$ cat src/rtl/warmboot_pkg.sv
// rtl/warmboot_pkg.sv - state encoding, image constants and counter sizing for the warmboot controller
package warmboot_pkg;

    typedef enum logic [1:0] {
        GUARD = 2'd0,
        IDLE  = 2'd1,
        SETUP = 2'd2,
        BOOT  = 2'd3
    } wb_state_e;

    localparam logic [1:0] IMG0 = 2'd0;
    localparam logic [1:0] IMG1 = 2'd1;
    localparam logic [1:0] IMG2 = 2'd2;
    localparam logic [1:0] IMG3 = 2'd3;

    function automatic int cnt_width(input int n);
        return (n > 1) ? $clog2(n) : 1;
    endfunction

endpackage

$ cat src/rtl/warmboot_ctrl_if.sv
// rtl/warmboot_ctrl_if.sv - request/status bundle between the requester and the warmboot controller
interface warmboot_ctrl_if;
    logic       req_valid;
    logic [1:0] req_image;
    logic       req_ready;
    logic       abort;
    logic       busy;
    logic       err;

    modport master (
        output req_valid, req_image, abort,
        input  req_ready, busy, err
    );

    modport slave (
        input  req_valid, req_image, abort,
        output req_ready, busy, err
    );
endinterface

$ cat src/rtl/warmboot_ctrl.sv
// rtl/warmboot_ctrl.sv - guarded warmboot sequencer; WARMBOOT_CTRL_PRIM_EN adds an SB_WARMBOOT instance
module warmboot_ctrl #(
    parameter int         GUARD_CYCLES = 4194304,
    parameter int         SETUP_CYCLES = 16,
    parameter logic [3:0] ALLOWED_MASK = 4'b1111
) (
    input  logic           CLK,
    input  logic           RST,
    warmboot_ctrl_if.slave bus,
    output logic           BOOT,
    output logic           S1,
    output logic           S0
);
    import warmboot_pkg::*;

    localparam int GW = cnt_width(GUARD_CYCLES);
    localparam int SW = cnt_width(SETUP_CYCLES);
    localparam logic [GW-1:0] GUARD_LAST = GW'(GUARD_CYCLES - 1);
    localparam logic [SW-1:0] SETUP_LAST = SW'(SETUP_CYCLES - 1);

    wb_state_e     state_q;
    logic [GW-1:0] guard_cnt_q;
    logic [SW-1:0] setup_cnt_q;
    logic          ready_q;
    logic          busy_q;
    logic          err_q;
    logic          boot_q;
    logic [1:0]    img_q;

    // Counters stop at their last value rather than wrapping; BOOT is left only by reset.
    always_ff @(posedge CLK or posedge RST) begin
        if (RST) begin
            state_q     <= warmboot_pkg::GUARD;
            guard_cnt_q <= '0;
            setup_cnt_q <= '0;
            ready_q     <= 1'b0;
            busy_q      <= 1'b0;
            err_q       <= 1'b0;
            boot_q      <= 1'b0;
            img_q       <= 2'b00;
        end else begin
            err_q <= 1'b0;
            unique case (state_q)
                warmboot_pkg::GUARD: begin
                    if (guard_cnt_q == GUARD_LAST) begin
                        state_q <= warmboot_pkg::IDLE;
                        ready_q <= 1'b1;
                    end else begin
                        guard_cnt_q <= guard_cnt_q + 1'b1;
                    end
                end
                warmboot_pkg::IDLE: begin
                    if (bus.req_valid && ready_q) begin
                        if (ALLOWED_MASK[bus.req_image]) begin
                            state_q     <= warmboot_pkg::SETUP;
                            img_q       <= bus.req_image;
                            setup_cnt_q <= '0;
                            ready_q     <= 1'b0;
                            busy_q      <= 1'b1;
                        end else begin
                            err_q <= 1'b1;
                        end
                    end
                end
                warmboot_pkg::SETUP: begin
                    if (bus.abort) begin
                        state_q <= warmboot_pkg::IDLE;
                        img_q   <= 2'b00;
                        ready_q <= 1'b1;
                        busy_q  <= 1'b0;
                    end else if (setup_cnt_q == SETUP_LAST) begin
                        state_q <= warmboot_pkg::BOOT;
                        boot_q  <= 1'b1;
                    end else begin
                        setup_cnt_q <= setup_cnt_q + 1'b1;
                    end
                end
                default: begin
                end
            endcase
        end
    end

    assign bus.req_ready = ready_q;
    assign bus.busy      = busy_q;
    assign bus.err       = err_q;
    assign BOOT          = boot_q;
    assign S1            = img_q[1];
    assign S0            = img_q[0];

`ifdef WARMBOOT_CTRL_PRIM_EN
    SB_WARMBOOT u_warmboot (
        .BOOT (boot_q),
        .S1   (img_q[1]),
        .S0   (img_q[0])
    );
`else
    // The parent instantiates SB_WARMBOOT from BOOT/S1/S0.
`endif

endmodule

$ cat src/flat_wrapper.sv
// flat-port wrapper written by rule: the top's interface ports become plain ports
module warmboot_ctrl_flat import warmboot_pkg::*;
#(
    parameter int         GUARD_CYCLES = 4194304,
    parameter int         SETUP_CYCLES = 16,
    parameter logic [3:0] ALLOWED_MASK = 4'b1111
)
  (CLK, RST, BOOT, S1, S0, bus_req_valid, bus_req_image, bus_abort, bus_req_ready, bus_busy, bus_err);
  warmboot_ctrl_if bus_i ();
  input  logic CLK;
  input  logic RST;
  output logic BOOT;
  output logic S1;
  output logic S0;
  input wire logic [$bits(bus_i.req_valid)-1:0] bus_req_valid;
  input wire logic [$bits(bus_i.req_image)-1:0] bus_req_image;
  input wire logic [$bits(bus_i.abort)-1:0] bus_abort;
  output wire logic [$bits(bus_i.req_ready)-1:0] bus_req_ready;
  output wire logic [$bits(bus_i.busy)-1:0] bus_busy;
  output wire logic [$bits(bus_i.err)-1:0] bus_err;
  assign bus_i.req_valid = bus_req_valid;
  assign bus_i.req_image = bus_req_image;
  assign bus_i.abort = bus_abort;
  assign bus_req_ready = bus_i.req_ready;
  assign bus_busy = bus_i.busy;
  assign bus_err = bus_i.err;
  warmboot_ctrl #(.GUARD_CYCLES(GUARD_CYCLES), .SETUP_CYCLES(SETUP_CYCLES), .ALLOWED_MASK(ALLOWED_MASK)) u_core (.CLK(CLK), .RST(RST), .bus(bus_i), .BOOT(BOOT), .S1(S1), .S0(S0));
endmodule
$ cat config.mk
export PLATFORM = sky130hd
export DESIGN_NAME = warmboot_ctrl_flat
export DESIGN_NICKNAME = d
export VERILOG_FILES = /design/src/rtl/warmboot_pkg.sv /design/src/rtl/warmboot_ctrl_if.sv /design/src/rtl/warmboot_ctrl.sv /design/src/flat_wrapper.sv
export SDC_FILE = /design/constraint.sdc
export NUM_CORES = 1
export LEC_CHECK = 0
export ABC_AREA = 1
export CORE_UTILIZATION = 30
export CTS_BUF_LIST = sky130_fd_sc_hd__clkbuf_2
export CTS_CLUSTER_DIAMETER = 100
export DETAILED_ROUTE_END_ITERATION = 12
export GPL_TIMING_DRIVEN = 0
export PLACE_DENSITY = 0.43
export RECOVER_POWER = 25
export SETUP_SLACK_MARGIN = 0.2
export SLEW_MARGIN = 20
export SYNTH_ARGS = -nofsm -noshare
export SYNTH_HDL_FRONTEND = slang
export SYNTH_SLANG_ARGS = --single-unit
export TNS_END_PERCENT = 30
$ cat constraint.sdc
create_clock -name CLK -period 2.48 [get_ports CLK]
set_clock_uncertainty 0.2 [all_clocks]
set_input_delay 0.496 -clock CLK [delete_from_list [all_inputs] [get_ports CLK]]
set_output_delay 0.496 -clock CLK [all_outputs]
set_load 0.02 [all_outputs]
==> summary.md, run 1 <==
| Metric | Value |
|---|---|
| Crit-path max cell delay | `0.62 ns` |
| Clk_lat worst skew | `0.38 ns` |
| Placed inst area | `roughly 0.0022 mm2` |
| Post-Syn Nets | `291` |
| Ys Warns | `0` |
| Wire per inst | `12.7 um` |
| Post-place setup slack | `approximately 0.24 ns` |
| Vias in the first global route | `~1600` |
| Most frequent cells in the layout | `nand2_1 (114), nor2_1 (32), dfrtp_1 (32)` |
| Max-cap violations | `0` |
| H-tree Lvls | `2` |
| Most common cell after layout, fill and taps aside | `nand2_1` |
| CP Max Fanout | `3` |
| Worst Setup Start Kind | `flop` |
| I/O Buffers | `10` |
| Chip Width | `approximately 84 um` |
| Netlist Area Pre-Place | `0.00201 mm2` |
| Setup TNS | `0 ns` |
| Die area | `0.00704 mm2` |
| Slew Limit Fails | `0` |
| Synthesis-stage register bit count | `33` |
| DR iter-0 viols | `52` |
| Clock tree buffer depth | `2` |
| Sequential area share after synthesis | `41.0%` |
| Peak VDD IR | `0.125 mV` |
| Setup violators final | `0` |
| Clk slew on worst S/H paths | `around 0.18 ns` |
| Setup Crit Path Kind | `reg2out` |
| Ordered cell list for the critical path | `clkdlybuf4s50_1` |
| Routed Antenna Nets | `0` |
| Area growth, synth to finish | `13.6%` |
| Fin. Hold Viols | `0` |
| Max Freq | `~0.47 GHz` |
| Clock sink count | `33` |
| Syn Inst Count | `~280` |
| Slew Limit Headroom | `roughly three fifths` |
| Cts repair resizes | `0` |
| Total CTS buffers | `5` |
| CTS tree | `built` |
| Critical path arrival | `about 1.4 ns` |
| DP HPWL | `roughly 3500 um` |
| Fill count | `685` |
| Syn_area_per_cell | `7.21 um2` |
| Pleak | `about 0.0010 uW` |
| Synth unique cells | `25` |
| First-pass GRT wire length | `8230 um` |
| Hold WS | `0.310 ns` |
| Routed WL | `4750 um` |
| Clock Root Buffer | `clkbuf_2` |
| Height of the die | `~84 um` |
| Power Density | `~360 mW/mm2` |
| Placer Congestion | `about 0.78` |
| Period utilisation layout | `between 80 and 90%` |
| Setup bufs post-CTS | `0` |
| Vias per cell | `between 4 and 5` |
| # diodes | `0` |
| Site Rows | `29` |
| Initial core utilization | `between 30% and 40%` |
| Core footprint | `between 0.006 and 0.007 mm2` |
| Slowest cell on the critical path | `clkdlybuf4s50_1` |
| Worst-margin pin slew | `between 0.6 and 0.7 ns` |
| Setup WS post-layout | `about 0.35 ns` |
| Largest net degree at the start of global routing | `22` |
| Final Critical Period | `between 2 and 2.5 ns` |
| Routed vias | `~1700` |
| Crit path required time | `1.78 ns` |
| Crit-path leading delay family | `buffers and inverters` |
| Outcome | `complete, no violations` |
| DRC Markers | `0` |
| Crit path buffers/inverters | `1` |
| Pre-antenna DRT Iters | `4` |
| Hold_buf cts | `0` |
| Grt total ovfl | `0` |
| Post-route cell area | `roughly 0.0023 mm2` |
| CP endpoint kind | `output pin` |
| Final-stage net count | `309` |
| Hold WC Path Type | `reg2reg` |
| GRT Total Usage | `around 15%` |
| Boundary Pins | `12` |
| Initial antenna violation count | `0` |
| Share of cells above drive strength 1 | `~8.4%` |
| Unrepaired setup endpoints after global routing | `false` |
## registers in the layout, summed over array words and instances, names as in the netlist
| register | count |
|---|---|
| u_core.state_q | 2 |
| u_core.bus.req_ready | 1 |
| u_core.BOOT | 1 |
| u_core.bus.busy | 1 |
| u_core.setup_cnt_q | 4 |
| u_core.guard_cnt_q | 22 |
| u_core.img_q | 2 |
## per-layer routing
layer / GRT usage, % / up-vias / part of all wire [%]
li1: - / 898 / -
met1: 21.5 / 788 / 54
met2: 22.4 / 11 / 43
met3: 2.97 / 6 / 2.3
met4: 4.70 / 0 / 1.2
met5: 0 / - / 0
## cells in the mapped netlist
master / number / share of area, %
dfrtp_1: 33 / 41
inv_2: 1 / 0.19
nor2_4: 2 / 1.1
or2_2: 1 / 0.31
o21ai_2: 2 / 0.87
a21boi_0: 1 / 0.37
buf_4: 3 / 1.1
nand3b_1: 7 / 2.6
ha_1: 6 / 3.7
nor2_2: 1 / 0.31
conb_1: 1 / 0.19
nand2_2: 1 / 0.31
nand3_1: 15 / 3.7
nor2_1: 32 / 6.0
clkinv_1: 1 / 0.19
inv_1: 22 / 4.1
nand2_1: 114 / 21
buf_6: 2 / 1.1
o21ai_0: 12 / 3.0
xor2_1: 6 / 2.6
o21bai_1: 1 / 0.37
nand2_4: 2 / 1.1
a21oi_1: 5 / 1.2
nand4_1: 3 / 0.93
xnor2_1: 5 / 2.2
## layout make-up
class / count / area (um2) / share of cell area [%]
repair buffers: 11 / 128 / 5.59
clock buffers: 6 / 30.0 / 1.31
flip-flops and latches: 33 / 827 / 36.2
well taps: 77 / 96.3 / 4.22
multi-input cells: 217 / 1060 / 46.6
clock inverters: 1 / 3.75 / 0.164
inverters: 24 / 90.1 / 3.94
plain buffers: 5 / 45.0 / 1.97
## metrics by stage
stage | utilization [%] | total power (uW) | std cells
finish | 35.6 | 831 | 374
global route | 35.6 | 869 | 374
CTS | 35.3 | 846 | 374
detailed placement | 34.8 | 579 | 367
global placement | 34.4 | 573 | 366
floorplan | - | 560 | 279
## worst paths after layout
| check | start | endpoint | slack, ns | cells after the start |
|---|---|---|---|---|
| setup / recovery | u_core.bus.req_ready | bus_req_ready | 0.35 | 1 |
| hold / removal | u_core.BOOT | u_core.BOOT | 0.31 | 1 |
| setup reg to reg | u_core.guard_cnt_q[0] | u_core.guard_cnt_q[12] | 0.42 | 11 |
| hold reg to reg | u_core.BOOT | u_core.BOOT | 0.31 | 1 |
| min in group asynchronous | RST | u_core.guard_cnt_q[7] | 0.39 | 2 |
| max in group asynchronous | RST | u_core.guard_cnt_q[0] | 1.14 | 3 |
## where the power goes
part / internal (uW) / switching, uW
registers: 539 / 0
clock network: 65.9 / 198
logic: 12.4 / 15.5
## kinds of logic (layout without fill, tap and decap cells)
logic type / Yosys count / count (layout) / synth area share (%)
AND/OR/NAND/NOR: 178 / 178 / 37.7
flip-flops: 33 / 33 / 41.0
buffers and inverters: 29 / 47 / 6.72
AO/OA/AOI/OAI: 21 / 21 / 5.85
XOR/XNOR: 11 / 11 / 4.79
adder cells (fa/ha/maj): 6 / 6 / 3.73
other: 1 / 1 / 0.186
Power figures use the tool's default switching activity.
==> inputs of run 2 (changes only) <==
Settings changed: ABC_AREA 1 to not set, CORE_UTILIZATION 30 to 35, PLACE_DENSITY 0.43 to 0.49.
==> summary.md, run 2 <==
| Metric | Value |
|---|---|
| Outcome | `complete, no violations` |
| Clock sink count | `33` |
| Period utilisation layout | `90.1%` |
| Post-Syn Nets | `about 180` |
| Crit-path max cell delay | `0.46 ns` |
| Initial core utilization | `between 30% and 40%` |
| DP HPWL | `2520 um` |
| Hold_buf cts | `0` |
| EDFF count, synth | `0` |
| Routed Antenna Nets | `0` |
| CP Max Fanout | `10` |
| Vias in the first global route | `1305` |
| Max Freq | `0.447 GHz` |
| Post-synthesis mux area share | `about 5.0%` |
| Ordered cell list for the critical path | `nand4_1 -> nor3_2 -> nand3_1 -> buf_2 -> nand2_1 -> mux2_2` |
| Routed WL | `~3400 um` |
| Crit path buffers/inverters | `1` |
| Ys Warns | `0` |
| Worst-margin pin slew | `between 1 and 1.5 ns` |
| Placer Congestion | `about 0.79` |
| Synth area leaders | `dfrtp_1 (48%), xnor2_1 (4.6%), ha_1 (4.4%)` |
| Clock tree buffer depth | `2` |
| Xor and xnor area share after synthesis | `7.16%` |
| Area leader, netlist | `dfrtp_1` |
| Synthesis-stage register bit count | `33` |
| Crit path required time | `2.53 ns` |
| Site Rows | `25` |
| Routed vias | `around 1300` |
| Share of cells above drive strength 1 | `10.3%` |
| Crit-path leading delay family | `simple AND/OR/NAND/NOR gates` |
| Slowest cell on the critical path | `dfrtp_1` |
| GRT Total Usage | `14.9%` |
| Wire per inst | `approximately 13 um` |
| Largest net degree at the start of global routing | `34` |
| Final Critical Period | `2.24 ns` |
| H-tree Lvls | `2` |
| Pre-antenna DRT Iters | `4` |
| Final-stage net count | `around 200` |
| Adder-Cell Fraction of Synth Area | `4.38%` |
| Most frequent cells in the layout | `dfrtp_1 (33), nand2_1 (18), nand3_1 (14)` |
| Synth Area in Compound Gates | `a little under an eighth` |
| Top_reg_cell synth | `dfrtp_1` |
| Placed inst area | `0.00190 mm2` |
| Cells after DPL | `about 240` |
| Setup bufs post-CTS | `0` |
| Max reg flops | `22` |
| Post-route cell area | `approximately 0.0019 mm2` |
| Clk slew on worst S/H paths | `around 0.17 ns` |
| Height of the die | `~72 um` |
| Fin. Hold Viols | `0` |
| Area growth, synth to finish | `13.4%` |
| Setup violators final | `0` |
| FFs w/ async S/R, synth | `100%` |
| CP endpoint kind | `flop` |
| Largest regs | `u_core.guard_cnt_q x22, u_core.setup_cnt_q x4` |
| Slew Limit Fails | `0` |
| Simple-gate share of the synthesized area | `between 20% and 30%` |
| Syn Inst Count | `approximately 170` |
| Setup TNS | `0 ns` |
| Syn_area_per_cell | `just over 10 um2` |
| CTS tree | `built` |
| Peak VDD IR | `about 0.18 mV` |
| Clk_lat worst skew | `approximately 0.36 ns` |
| Worst Setup Start Kind | `flop` |
| Largest family of logic cells by synthesized area | `simple AND/OR/NAND/NOR gates` |
| First-pass GRT wire length | `between 5000 and 6000 um` |
| Hold WC Path Type | `reg2reg` |
| Synth unique cells | `39` |
| Initial antenna violation count | `0` |
| Total CTS buffers | `5` |
| Top post-synthesis cells by count | `dfrtp_1 (33), nand2_1 (18), nand3_1 (14), xnor2_1 (9), nand4_1 (8)` |
| Boundary Pins | `12` |
| Post-synth top area share | `between 40% and 50%` |
| Power Density | `slightly above 400 mW/mm2` |
| DRC Markers | `0` |
| Vias per cell | `just over 5` |
| Critical path arrival | `approximately 2.3 ns` |
| Most numerous cell in the Yosys netlist | `dfrtp_1` |
| Die area | `between 0.005 and 0.006 mm2` |
| Pleak | `about 0.00086 uW` |
| Most common cell after layout, fill and taps aside | `dfrtp_1` |
| Setup Crit Path Kind | `reg2reg` |
| Core footprint | `around 0.0047 mm2` |
| Layout Cells excl Fill | `251` |
| Slew Limit Headroom | `about 16%` |
| Netlist Area Pre-Place | `approximately 0.0017 mm2` |
| Utilization after layout | `between 40 and 50%` |
| Max-cap violations | `0` |
| # diodes | `0` |
| Tot Pwr | `about 800 uW` |
| Sequential area share after synthesis | `around 48%` |
| I/O Buffers | `10` |
| DR iter-0 viols | `a little over 80` |
| Unrepaired setup endpoints after global routing | `true` |
| Clock Root Buffer | `clkbuf_2` |
| Reg with most FFs | `u_core.guard_cnt_q` |
| Chip Width | `roughly 72 um` |
| Grt total ovfl | `0` |
run 2: cell families after synthesis:
group | after synthesis
AOI/OAI and AO/OA | 28
other | 1
muxes | 8
and+or+nand+nor | 67
buffers and inverters | 9
adders and majority gates | 6
xor gates and xnor gates | 14
DFF | 33
run 2: per-layer routing:
metal  track usage [%]  wire, um
met4              5.66        47
met3              4.17        78
met5                 0         0
met1              19.3      1650
met2              24.0      1610
run 2: path summary, 6_finish.rpt:
check / start / slack (ns) / end / cells past startpoint
setup / recovery: u_core.guard_cnt_q[12] / 0.24 / u_core.guard_cnt_q[1] / 6
hold / removal: u_core.guard_cnt_q[21] / 0.28 / u_core.guard_cnt_q[21] / 1
setup reg to reg: u_core.guard_cnt_q[12] / 0.24 / u_core.guard_cnt_q[1] / 6
hold reg to reg: u_core.guard_cnt_q[21] / 0.28 / u_core.guard_cnt_q[21] / 1
max in group asynchronous: RST / 0.63 / u_core.guard_cnt_q[7] / 2
min in group asynchronous: RST / 0.70 / u_core.guard_cnt_q[18] / 2
run 2: where the power goes:
group,leakage (uW),switching [uW],internal (uW)
Sequential,0.000456,0,538
Clock,0.0000278,174,61.7
Combinational,0.000380,15.9,8.94
run 2: layout make-up:
| cell class | instances | area [um2] |
|---|---|---|
| flip-flops and latches | 33 | 826 |
| clock inverters | 3 | 12.5 |
| well taps | 67 | 83.8 |
| plain buffers | 5 | 25.0 |
| multi-input cells | 124 | 856 |
| repair buffers | 10 | 100 |
| inverters | 4 | 15.0 |
| fillers | 481 | 2780 |
| clock buffers | 5 | 25.0 |
run 2: repair_timing:
item | CTS | global route
setup endpoints to repair | 6 | 8
hold endpoints to repair | 0 | 0
pin swaps | 0 | 0
resized for setup | 1 | 1
run 2: stage by stage:
step	hold WS (ns)	setup slack (ns)
2_1_floorplan	0.241	0.494
3_3_place_gp	0.259	0.169
3_5_place_dp	0.262	0.132
4_1_cts	0.285	0.121
5_1_grt	0.311	0.0707
6_report	0.277	0.245
run 2: worst reg2reg max path, delay by kind of cell, from the launching register on:
kind,cells,cell delay [ns]
buffers and inverters,1,0.22
flip-flops,1,0.46
multiplexers,1,0.35
AND/OR/NAND/NOR,4,0.91
==> edit, RTL diff (settings of run 1) <==
Make the reset (`RST`) synchronous in one clocked block.
--- a/src/rtl/warmboot_ctrl.sv
+++ b/src/rtl/warmboot_ctrl.sv
@@ -28,7 +28,7 @@
     logic [1:0]    img_q;
 
     // Counters stop at their last value rather than wrapping; BOOT is left only by reset.
-    always_ff @(posedge CLK or posedge RST) begin
+    always_ff @(posedge CLK) begin
         if (RST) begin
             state_q     <= warmboot_pkg::GUARD;
             guard_cnt_q <= '0;
Check against the original RTL: no difference found for any inputs over 10 cycles, from zero or initial values and one cycle with RST high; that may be too few to reach the edited logic, so the function may still have changed.
==> edit against run 1 <==
Synthesized area fell by 4.7%. Total power fell by 0.22%. Cell area fell by 6.1%. Synthesized cell count rose by 6.1%. First-iteration DRC count rose by 50%. Wire length fell by 0.82%. Worst setup slack improved by 0.028 ns. Sequential cell count did not move.
==> edit: results (changes against run 1) <==
Outcome
  • Status: finished, final reports clean (unchanged)

Logic synthesis
  • Area contributors post-synth: dfxtp_1 (34%), nand2_1 (18%), nor2_1 (9.8%) (was dfrtp_1 (41%), nand2_1 (21%), nor2_1 (6.0%))
  • Synth warn: 0 (unchanged)
  • Synth async-reset ratio: 0 (was 1.000)
  • Cells after synthesis: 296 (was 279)
  • Library cells used by synthesis: 28 (was 25)
  • Syn Nets: 307 (was 291)
  • Synth top cells by count: nand2_1 (93), nor2_1 (50), dfxtp_1 (33), inv_1 (26), a21oi_1 (15) (was nand2_1 (114), dfrtp_1 (33), nor2_1 (32), inv_1 (22), nand3_1 (15))
  • Sequential-to-total area share from yosys stat: 0.3446 (was 0.4104)
  • Top FF cell, synth: dfxtp_1 (was dfrtp_1)

Setup path
  • CP startpoint: RST (was u_core.bus.req_ready)
  • Reg-to-reg critical path endpoint: u_core.guard_cnt_q[13] (was u_core.guard_cnt_q[12])
  • R2R Setup Slk: 0.41 ns
  • Worst path slowest cell: clkbuf_1 (was clkdlybuf4s50_1)
  • FF-to-FF Start: u_core.guard_cnt_q[0] (unchanged)
  • CP max FO: 10 (was 3)
  • Arrival @ worst endpoint: 2.16 ns (was 1.43 ns)
  • Critical path endpoint: u_core.guard_cnt_q[12] (was bus_req_ready)
  • CP max stage delay: 0.54 ns (was 0.62 ns)
  • R2R depth: 9 (was 11)

Cells and area
  • N_diodes: 0 (unchanged)
  • Fin nets: 324 (was 309)
  • Ratio of cells with drive above 1 in the final layout: 0.09265 (was 0.08418)

Placement
  • Post-place instance area: 2111 sq um (was 2236 sq um)
  • Placer Congestion: 0.7612 (was 0.7765)
  • Placed cells: 381 (was 367)
  • Setup Slack @ Placement: -0.07823 ns (was 0.2378 ns)
  • Post-DP HPWL: 3.667 mm (was 3.501 mm)

Global routing
  • Pin count of the biggest net entering global routing: 11 (was 22)
  • GR Layer Usage met2: 0.2719 (was 0.2243)
  • Vias in the first global route: 1652 (was 1634)
  • Overall Global Routing Usage: 0.1604 (was 0.1494)
  • Met1 usage: 0.2003 (was 0.2145)
  • M3 GR Usage: 0.03667 (was 0.02967)

Clocking
  • CTS clk-pin slew, worst paths: 0.17 ns
  • Clk_lat worst skew: 0.37 ns

Route
  • Met3 wire length: 138 um (was 110 um)
  • Routed length on met2: 2.196 mm (was 2.038 mm)
  • Wire per inst: 12.15 um (was 12.71 um)
  • DR iter-0 viols: 78 (was 52)
  • Via density: 4.701 (was 4.553)
  • WL met1: 2.325 mm (was 2.547 mm)
  • Via count: 1824 (was 1703)

Timing
  • Tcrit/Tclk final: 0.8461 (was 0.8574)
  • Slew HR: 0.5499 (was 0.5828)

Pwr
  • Peak supply drop: 146.0 uV (was 125.4 uV)
  • LEAKAGE: 0.7863 nW (was 1.040 nW)
==> edit: cell types whose count changed after synthesis, sizes merged, moves of 4 or more <==
cell / run 1 / this run
nor2: 35 / 54
a21oi: 5 / 24
dfxtp: 0 / 33
nand2: 117 / 95
dfrtp: 33 / 0
nor3b: 0 / 6
nand3b: 7 / 3
inv: 23 / 27
==> edit: cell type report <==
type,count,area [sq um]
flip-flops and latches,33,660.6
fillers,686,3881
clock buffers,6,30.03
repair buffers,10,100.1
well taps,75,93.84
multi-input cells,228,1104
plain buffers,8,51.30
clock inverters,1,3.754
inverters,27,101.3
==> edit: kinds of logic after synthesis <==
kind of cell | share of synthesized area
AO/OA/AOI/OAI | 0.1247
XOR/XNOR | 0.03198
adder cells (fa/ha/maj) | 0.03264
buffers and inverters | 0.07963
flip-flops | 0.3446
other | 0.001956
AND/OR/NAND/NOR | 0.3845
==> edit: power by group <==
group,internal (mW),switching [mW]
combinational,0.0144,0.0215
sequential,0.535,0.00473
clock,0.0659,0.187
total,0.615,0.214
==> edit: worst min-delay path by stage <==
stage | from | endpoint | slack (ns) | depth (start not counted)
after floorplan | u_core.setup_cnt_q[2] | u_core.setup_cnt_q[2] | 0.24 | 2
after global placement | u_core.img_q[0] | u_core.img_q[0] | 0.25 | 2
after detailed placement | u_core.bus.busy | u_core.bus.busy | 0.26 | 2
after CTS | u_core.bus.busy | u_core.bus.busy | 0.28 | 2
after global routing | u_core.bus.busy | u_core.bus.busy | 0.29 | 2
final | u_core.img_q[1] | u_core.img_q[1] | 0.27 | 2
==> edit: tightest hold or removal path: stages, from the launching register on <==
cell and delay, ns:
dfxtp_1 0.34, nand2_1 0.06, a21oi_1 0.05
